==> config.mk <==
export PLATFORM = sky130hd
export DESIGN_NAME = uart_tx_controller_flat
export DESIGN_NICKNAME = d
export VERILOG_FILES = /design/src/rtl/uart_pkg.sv /design/src/rtl/uart_tx_controller_if.sv /design/src/rtl/uart_baud_gen.sv /design/src/rtl/uart_tx_controller.sv /design/src/flat_wrapper.sv
export SDC_FILE = /design/constraint.sdc
export NUM_CORES = 1
export LEC_CHECK = 0
export CORE_ASPECT_RATIO = 1.25
export CORE_MARGIN = 2
export CORE_UTILIZATION = 30
export DETAILED_ROUTE_END_ITERATION = 16
export GPL_TIMING_DRIVEN = 0
export PLACE_DENSITY = 0.51
export SLEW_MARGIN = 20
export SYNTH_ARGS = -nofsm -noshare
export SYNTH_HDL_FRONTEND = slang
export SYNTH_SLANG_ARGS = --single-unit
==> constraint.sdc <==
create_clock -name clk -period 2.25 [get_ports clk]
set_clock_uncertainty 0.15 [all_clocks]
set_input_delay 0.225 -clock clk [delete_from_list [all_inputs] [get_ports clk]]
set_output_delay 0.225 -clock clk [all_outputs]
set_load 0.005 [all_outputs]
==> src/rtl/uart_pkg.sv <==
// Shared types and constants for the UART transmit path.
// Optional parity support is selected with the UART_TX_PARITY_EN macro.
package uart_pkg;

    localparam int DATA_BITS_BASE = 5;
    localparam int DATA_MAX       = 8;

    typedef enum logic [2:0] {
        IDLE,
        START,
        DATA,
        PARITY,
        STOP
    } tx_state_e;

    // 2-bit data length code: 00=5 ... 11=8 bits
    typedef enum logic [1:0] {
        DB5,
        DB6,
        DB7,
        DB8
    } data_bits_e;

    function automatic logic [3:0] num_bits(data_bits_e code);
        return {2'b00, code} + 4'(DATA_BITS_BASE);
    endfunction

    // Even parity over only the configured number of data bits
    function automatic logic even_par(logic [DATA_MAX-1:0] d,
                                      data_bits_e code);
        logic [DATA_MAX-1:0] mask;
        mask = 8'hFF >> (2'd3 - code);
        return ^(d & mask);
    endfunction

endpackage

==> src/rtl/uart_tx_controller_if.sv <==
// Byte handshake between host TX holding logic and the frame sequencer.
// Master drives data/valid, slave answers with ready.
import uart_pkg::*;

interface uart_tx_controller_if;

    logic [DATA_MAX-1:0] tx_data;
    logic                tx_valid;
    logic                tx_ready;

    modport master (
        output tx_data,
        output tx_valid,
        input  tx_ready
    );

    modport slave (
        input  tx_data,
        input  tx_valid,
        output tx_ready
    );

endinterface

==> src/rtl/uart_baud_gen.sv <==
// Bit-period divisor: counts 0..div_i, pulses bit_end_o on the last clock.
// restart_i forces the count back to 0 so a new phase gets a full period.
module uart_baud_gen #(
    parameter int DIV_W = 16
) (
    input  logic             clk,
    input  logic             rst_n,
    input  logic [DIV_W-1:0] div_i,
    input  logic             restart_i,
    output logic             bit_end_o
);

    logic [DIV_W-1:0] cnt_q;

    assign bit_end_o = (cnt_q == div_i);

    // Free-running period counter with restart and wrap at bit end
    always_ff @(posedge clk or negedge rst_n) begin
        if (!rst_n) begin
            cnt_q <= '0;
        end else if (restart_i || bit_end_o) begin
            cnt_q <= '0;
        end else begin
            cnt_q <= cnt_q + 1'b1;
        end
    end

endmodule

==> src/rtl/uart_tx_controller.sv <==
// UART transmit frame sequencer: START, DATA, optional PARITY, STOP.
// Define UART_TX_PARITY_EN to build the PARITY phase; otherwise it is absent.
import uart_pkg::*;

module uart_tx_controller #(
    parameter int DIV_W = 16
) (
    input  logic              clk,
    input  logic              rst_n,
    input  logic [DIV_W-1:0]  baud_div_i,
    input  logic [1:0]        data_bits_i,
    input  logic              stop2_i,
    input  logic              parity_en_i,
    input  logic              parity_odd_i,
    uart_tx_controller_if.slave tx_if,
    output logic              tx_o,
    output logic              busy_o,
    output logic              done_o,
    output logic [3:0]        bit_cnt_o
);

    tx_state_e           state_q;
    logic                tx_q;
    logic                ready_q;
    logic                busy_q;
    logic                done_q;
    logic [3:0]          cnt_q;
    logic [3:0]          nbit_q;
    logic [DATA_MAX-1:0] shift_q;
    logic                stop2_q;
    logic                stop_sec_q;
    logic [DIV_W-1:0]    div_q;
    logic                accept;
    logic                bit_end;

`ifdef UART_TX_PARITY_EN
    logic par_en_q;
    logic par_q;
`else
    logic unused_par;
    assign unused_par = parity_en_i ^ parity_odd_i;
`endif

    assign accept       = tx_if.tx_valid && ready_q;
    assign tx_if.tx_ready = ready_q;
    assign tx_o         = tx_q;
    assign busy_o       = busy_q;
    assign done_o       = done_q;
    assign bit_cnt_o    = cnt_q;

    uart_baud_gen #(
        .DIV_W (DIV_W)
    ) u_baud (
        .clk       (clk),
        .rst_n     (rst_n),
        .div_i     (div_q),
        .restart_i (accept),
        .bit_end_o (bit_end)
    );

    // Frame FSM with registered line, status and bit counter
    always_ff @(posedge clk or negedge rst_n) begin
        if (!rst_n) begin
            state_q    <= IDLE;
            tx_q       <= 1'b1;
            ready_q    <= 1'b1;
            busy_q     <= 1'b0;
            done_q     <= 1'b0;
            cnt_q      <= '0;
            nbit_q     <= '0;
            shift_q    <= '0;
            stop2_q    <= 1'b0;
            stop_sec_q <= 1'b0;
            div_q      <= '0;
`ifdef UART_TX_PARITY_EN
            par_en_q   <= 1'b0;
            par_q      <= 1'b0;
`endif
        end else begin
            done_q <= 1'b0;
            unique case (state_q)
                IDLE: begin
                    if (accept) begin
                        state_q    <= START;
                        tx_q       <= 1'b0;
                        ready_q    <= 1'b0;
                        busy_q     <= 1'b1;
                        cnt_q      <= '0;
                        nbit_q     <= num_bits(data_bits_e'(data_bits_i));
                        shift_q    <= tx_if.tx_data;
                        stop2_q    <= stop2_i;
                        stop_sec_q <= 1'b0;
                        div_q      <= baud_div_i;
`ifdef UART_TX_PARITY_EN
                        par_en_q   <= parity_en_i;
                        par_q      <= even_par(tx_if.tx_data,
                                               data_bits_e'(data_bits_i))
                                      ^ parity_odd_i;
`endif
                    end
                end
                START: begin
                    if (bit_end) begin
                        state_q <= DATA;
                        tx_q    <= shift_q[0];
                    end
                end
                DATA: begin
                    if (bit_end) begin
                        cnt_q   <= cnt_q + 4'd1;
                        shift_q <= shift_q >> 1;
                        if (cnt_q + 4'd1 == nbit_q) begin
`ifdef UART_TX_PARITY_EN
                            if (par_en_q) begin
                                state_q <= PARITY;
                                tx_q    <= par_q;
                            end else begin
                                state_q <= STOP;
                                tx_q    <= 1'b1;
                            end
`else
                            state_q <= STOP;
                            tx_q    <= 1'b1;
`endif
                        end else begin
                            tx_q <= shift_q[1];
                        end
                    end
                end
`ifdef UART_TX_PARITY_EN
                PARITY: begin
                    if (bit_end) begin
                        state_q <= STOP;
                        tx_q    <= 1'b1;
                    end
                end
`endif
                STOP: begin
                    if (bit_end) begin
                        if (stop2_q && !stop_sec_q) begin
                            stop_sec_q <= 1'b1;
                        end else begin
                            state_q <= IDLE;
                            ready_q <= 1'b1;
                            busy_q  <= 1'b0;
                            done_q  <= 1'b1;
                            cnt_q   <= '0;
                        end
                    end
                end
                default: begin
                    state_q <= IDLE;
                    tx_q    <= 1'b1;
                    ready_q <= 1'b1;
                    busy_q  <= 1'b0;
                    cnt_q   <= '0;
                end
            endcase
        end
    end

endmodule

==> src/flat_wrapper.sv <==
// flat-port wrapper written by rule: the top's interface ports become plain ports
module uart_tx_controller_flat 
#(
    parameter int DIV_W = 16
)
  (clk, rst_n, baud_div_i, data_bits_i, stop2_i, parity_en_i, parity_odd_i, tx_o, busy_o, done_o, bit_cnt_o, tx_if_tx_data, tx_if_tx_valid, tx_if_tx_ready);
  uart_tx_controller_if tx_if_i ();
  input  logic clk;
  input  logic rst_n;
  input  logic [DIV_W-1:0] baud_div_i;
  input  logic [1:0] data_bits_i;
  input  logic stop2_i;
  input  logic parity_en_i;
  input  logic parity_odd_i;
  output logic tx_o;
  output logic busy_o;
  output logic done_o;
  output logic [3:0] bit_cnt_o;
  input wire logic [$bits(tx_if_i.tx_data)-1:0] tx_if_tx_data;
  input wire logic [$bits(tx_if_i.tx_valid)-1:0] tx_if_tx_valid;
  output wire logic [$bits(tx_if_i.tx_ready)-1:0] tx_if_tx_ready;
  assign tx_if_i.tx_data = tx_if_tx_data;
  assign tx_if_i.tx_valid = tx_if_tx_valid;
  assign tx_if_tx_ready = tx_if_i.tx_ready;
  uart_tx_controller #(.DIV_W(DIV_W)) u_core (.clk(clk), .rst_n(rst_n), .baud_div_i(baud_div_i), .data_bits_i(data_bits_i), .stop2_i(stop2_i), .parity_en_i(parity_en_i), .parity_odd_i(parity_odd_i), .tx_if(tx_if_i), .tx_o(tx_o), .busy_o(busy_o), .done_o(done_o), .bit_cnt_o(bit_cnt_o));
endmodule
# Word-level counts from Yosys, hierarchy flattened

Cells that the tools add are included.

$add $sub $neg: 3
Equal/unequal tests: 12
Muxes and demuxes: 34
Bitwise logic cells: 3
Reduce and logical (&&, ||, !) cells: 15

Operators with widths:

| kind                                                  | count |
|---|---|
| 2-to-1 mux 3 bit                                      | 6 |
| adder 16 x 1 -> 16 bit, second input constant         | 1 |
| == test 16 bit                                        | 1 |
| 2-to-1 mux 16 bit                                     | 1 |
| 2-to-1 mux 4 bit                                      | 4 |
| 2-to-1 mux 8 bit                                      | 2 |
| one-hot mux 4 bit (4 select lines)                    | 1 |
| one-hot mux 8 bit (2 select lines)                    | 1 |
| 2-to-1 mux 1 bit                                      | 14 |
| one-hot mux 3 bit (4 select lines)                    | 1 |
| AND reduction 4 bit                                   | 3 |
| inequality test 2 bit, second input constant          | 5 |
| one-hot mux 1 bit (3 select lines)                    | 2 |
| AND reduction 6 bit                                   | 1 |
| AND reduction 5 bit                                   | 1 |
| adder 2 x 3 -> 4 bit, second input constant           | 1 |
| adder 4 x 1 -> 4 bit, second input constant           | 1 |
| == test 4 bit                                         | 1 |
| inequality test 2 x 1 -> 1 bit, second input constant | 2 |
| one-hot mux 1 bit (4 select lines)                    | 1 |
| nonzero test 2 bit                                    | 2 |
| == test 3 x 1 -> 1 bit, second input constant         | 1 |
| == test 3 x 2 -> 1 bit, second input constant         | 1 |
| == test 3 bit, second input constant                  | 1 |
| 9 further kinds                                       | 12 |

Flip-flop bits (word level): 57
Input port bits: 32
Output and inout port bits: 8

# Logic depth before layout (Yosys ltp)

Depth in word-level cells: 5
Mapped depth: 8
Mapped depth without buffers: 7

# Cells and area by module

Synthesis repeated with hierarchy kept, for this count alone.

Cell total of the unflattened synthesis: 256
Area total of the unflattened synthesis: 2886.5 um^2

By module, submodules not included:

| module             | instances | cells an instance | area an instance (um^2) | sequential area each (um^2) |
|---|---|---|---|---|
| uart_tx_controller | 1         | 156               | 1904.3                  | 1028.5 |
| uart_baud_gen      | 1         | 100               | 982.2                   | 400.4 |

# Least setup slack after synthesis

Ideal clock, no wire load.

Path kind: register to register
From: register u_core.u_baud.cnt_q[11]
To: register u_core.shift_q[0]
Setup time: 127 ps
Data arrival time: 1781 ps
Setup slack: 192 ps
Stages on the path, launching flop included: 9
Cell sequence: dfrtp_1 > buf_2 > xnor2_1 > nand4_1 > nor4_2 > and2_1 > o21a_1 > buf_6 > mux2_1

Word-level cells in the longest chain between the ends: 3

Ends and longest elaborated chain:

| item                            | line                      | RTL |
|---|---|---|
| from (decl)                     | uart_baud_gen.sv:13       | `logic [DIV_W-1:0] cnt_q;` |
| from (signal assigned)          | uart_baud_gen.sv:24       | `cnt_q <= cnt_q + 1'b1;` |
| == test 16 bit                  | uart_baud_gen.sv:15       | `assign bit_end_o = (cnt_q == div_i);` |
| inequality test 2 bit (no line) | n/a                       |  |
| AND reduction 3 bit (no line)   | n/a                       |  |
| to (signal assigned)            | uart_tx_controller.sv:90  | `shift_q <= tx_if.tx_data;` |
| to (signal assigned)            | uart_tx_controller.sv:111 | `shift_q <= shift_q >> 1;` |
| to (decl)                       | uart_tx_controller.sv:29  | `logic [DATA_MAX-1:0] shift_q;` |

No other way between the ends.
A chain may end at the register's enable or synchronous reset.

# Final worst setup path

From: register u_core.div_q[4]
To: register u_core.shift_q[3]

Word-level cells in the longest chain between the ends: 3

Ends and longest elaborated chain:

| item                            | line                     | RTL |
|---|---|---|
| from (decl)                     | uart_tx_controller.sv:32 | `logic [DIV_W-1:0] div_q;` |
| from (signal assigned)          | uart_tx_controller.sv:93 | `div_q <= baud_div_i;` |
| == test 16 bit                  | uart_baud_gen.sv:15      |  |
| inequality test 2 bit (no line) | n/a                      |  |
| AND reduction 3 bit (no line)   | n/a                      |  |

No other way between the ends.

==> parameters.txt <==
Parameter                              Value

Power
  Power after layout ... 2.60 mW
  Pwr/cell area ... 667 nW/µm²
  Static leakage ... 1.66 nW
  Worst IR drop on VDD ... 0.000389 V

GRT
  Tot GR Track Use ... 12.6%
  Global-route wire length before repair ... 10,300 µm
  Initial antenna violation count ... 0
  Largest net degree at the start of global routing ... 40
  Via count of the first global-routing pass ... 2,142
  Remaining global-route overflow ... 0

STA
  Number of max-slew violations in the final report ... 0
  Number of endpoints failing setup at the final stage ... 0
  Max Clk Rate ... 0.456 GHz
  Unrepaired setup endpoints after global routing ... yes
  Remaining max-slew budget at the tightest pin ... 64.1%
  Transition at the pin with the smallest max-transition slack ... 0.536 ns
  Setup TNS Final ... 0 ns
  Ratio of final minimum period to clock period ... 97.4%
  Worst Setup Slack, final ... 0.0588 ns
  Worst hold slack ... 0.172 ns
  Final number of hold-violating endpoints ... 0
  Final critical path time including I/O delays and setup ... 2.19 ns

Cells and area
  Antenna fix cells ... 0
  Share of layout cells above drive strength 1 ... 26.1%
  Fin nets ... 359
  Final std cells w/o fill ... 452
  Signed area change from the synthesized netlist to the final layout ... 37.0%

Placement
  Detailed-placement wirelength estimate ... 4280 µm
  Port Buffers ... 37
  Worst-case setup slack after placement ... -0.283 ns
  Placed cell count ... 421
  Final Wtd Congestion ... 0.810

Drt
  Total Routed Length ... 6220 µm
  Antenna Nets Post-Route ... 0
  Total number of vias ... 2,097
  DRC viols ... 0
  Average detailed-routed wire length per instance ... 13.8 µm
  First-iteration detailed-routing DRC count ... 59
  Detailed-router iteration count before antenna repair ... 4
  Routed vias/inst ... 4.64

Logic synthesis
  Asr flop ratio synth ... 100%
  Number of synthesized register bits ... 57
  Syn Nets ... 295
  Count of unique library cells instantiated by Yosys ... 35
  Primary flip-flop cell chosen by synthesis mapping ... dfrtp_1
  Syn. warnings ... 0
  Synth Area per Inst ... 11.0 µm²
  EDFF count, synth ... 0
  Sequential element share of the synthesized area ... 50.2%
  Synthesized instance count ... 260
  Total standard cell area after synthesis ... 2850 µm²

Floorplanning
  Die height ... 113 µm
  Placeable core region ... 9170 µm²
  Die span in x ... 91.2 µm
  Floorplan die area ... 10,300 µm²
  Count of pins on the block boundary ... 40
  Site Rows ... 39
  Initial core utilization ... 31.1%

Clocking
  Deepest level of the CTS H-tree ... 3
  Clock tree from TritonCTS ... done
  Clock Tree Root ... clkbuf_16
  Clock Pin Slew Worst Setup and Hold Paths ... 0.05 ns
  Sink count of the clock tree ... 57
  CTS max path bufs ... 2
  Number of buffers created by CTS ... 9
  Insertion delay to the later sink of the worst-skew pair ... 0.33 ns

Hold path
  Path class of the lowest-slack min-delay path ... in2async

Setup path
  Worst Path Max Fanout ... 8
  Worst setup path class ... reg2reg
  Kind of start point of the critical path ... flop
  Crit path DAT ... 2.24 ns
  Worst endpoint required time ... 2.30 ns
  CP endpoint kind ... flop
  Count of cells along the worst register-to-register path ... 7

Status
  Outcome ... complete, no violations

Flow run
  Max-cap check violation count ... 0
[where the power goes]
part | total [mW] | switching [mW] | internal [mW]
clock | 1.49 | 0.493 | 1.00
sequential | 1.03 | 0 | 1.03
combinational | 0.0833 | 0.0299 | 0.0534
total | 2.60 | 0.523 | 2.08
[Yosys cell counts, types with 4 or more instances]
cell type,instances,area share [%]
nand3b_1,4,1.1
mux2_1,6,2.4
xor2_1,10,3.1
a21oi_1,12,2.1
dfrtp_1,55,48
nor2_1,33,4.3
o21ai_0,7,1.2
nand3_1,8,1.4
buf_2,6,1.1
clkbuf_1,7,0.92
nand2_1,12,1.6
nand2b_1,4,0.88
xnor2_1,27,8.3
and3_1,5,1.1
nand4_1,8,1.8
mux2_2,26,10
[cell families after synthesis]
family / count (synthesis) / share of synthesized area (%)
DFF: 57 / 50.2
muxes: 34 / 13.4
AOI/OAI and AO/OA: 27 / 5.75
xor gates and xnor gates: 37 / 11.4
adders and majority gates: 4 / 1.67
and+or+nand+nor: 84 / 14.9
buffers and inverters: 17 / 2.77
[worst paths after layout]
path	end	from	slack (ns)
setup / recovery	u_core.shift_q[3]$_DFFE_PN0P_	u_core.div_q[4]$_DFFE_PN0P_	0.06
hold / removal	u_core.shift_q[6]$_DFFE_PN0P_	rst_n	0.17
setup reg to reg	u_core.shift_q[3]$_DFFE_PN0P_	u_core.div_q[4]$_DFFE_PN0P_	0.06
hold reg to reg	u_core.shift_q[3]$_DFFE_PN0P_	u_core.shift_q[3]$_DFFE_PN0P_	0.34
max in group asynchronous	u_core.u_baud.cnt_q[11]$_DFF_PN0_	rst_n	1.28
min in group clk	u_core.shift_q[3]$_DFFE_PN0P_	u_core.shift_q[3]$_DFFE_PN0P_	0.34
[layer usage]
metal / GRT usage, % / wire length (µm) / up-vias
met5: 0 / 0 / -
met4: 5.96 / 91 / 0
met3: 2.33 / 229 / 8
met2: 22.2 / 3290 / 39
met1: 14.8 / 2600 / 1026
li1: - / - / 1024
[state kept, by name, indices dropped and copies added (netlist names)]
signal / flops
u_core.stop_sec_q: 1
u_core.tx_o: 1
u_core.busy_o: 1
u_core.div_q: 16
u_core.nbit_q: 4
u_core.tx_if.tx_ready: 1
u_core.state_q: 3
u_core.done_o: 1
u_core.u_baud.cnt_q: 16
u_core.shift_q: 8
u_core.stop2_q: 1
u_core.bit_cnt_o: 4
[stage by stage]
step                cell area, µm²  util, %
finish                        3900     42.5
global route                  3900     42.5
CTS                           3760     41.0
detailed placement            3390     37.0
global placement              3370     36.8
floorplan                     2850        -
[layout by cell type, fill, tap and decap left out, types with 7 or more instances in the layout]
| master | instances |
|---|---|
| xor2_1 | 10 |
| clkbuf_16 | 9 |
| buf_4 | 17 |
| nor2_1 | 33 |
| o21ai_0 | 7 |
| clkdlybuf4s50_1 | 36 |
| nand3_1 | 8 |
| xnor2_1 | 24 |
| a21oi_1 | 12 |
| nand2_1 | 12 |
| nand4_1 | 8 |
| mux2_2 | 26 |
| dfrtp_1 | 50 |
[layout make-up]
class                      count  area, µm²
multi-input combinational    186       1390
fill                         957       5270
clock buffer                  10        239
inverter                       3       11.3
sequential                    57       1440
timing repair buffer          55        518
buffer                        12       61.3
clock inverter                 6       91.3
tap                          123        154
[timing repair]
action | CTS | global route
setup endpoints to repair | 30 | 24
pin swaps | 3 | 8
hold buffers | 1 | 0
buffers inserted | 3 | 13
hold endpoints to repair | 57 | 0
gates resized for setup | 3 | 15
[critical path, stage by stage (launching register included)]
cell and delay, ns:
dfrtp_1 0.40, xnor2_2 0.18, nand4_1 0.19, nor4_4 0.36, and2_4 0.20, o21a_1 0.12, buf_6 0.15, mux2_1 0.33
Note: power is estimated with default switching activity, not from simulation.
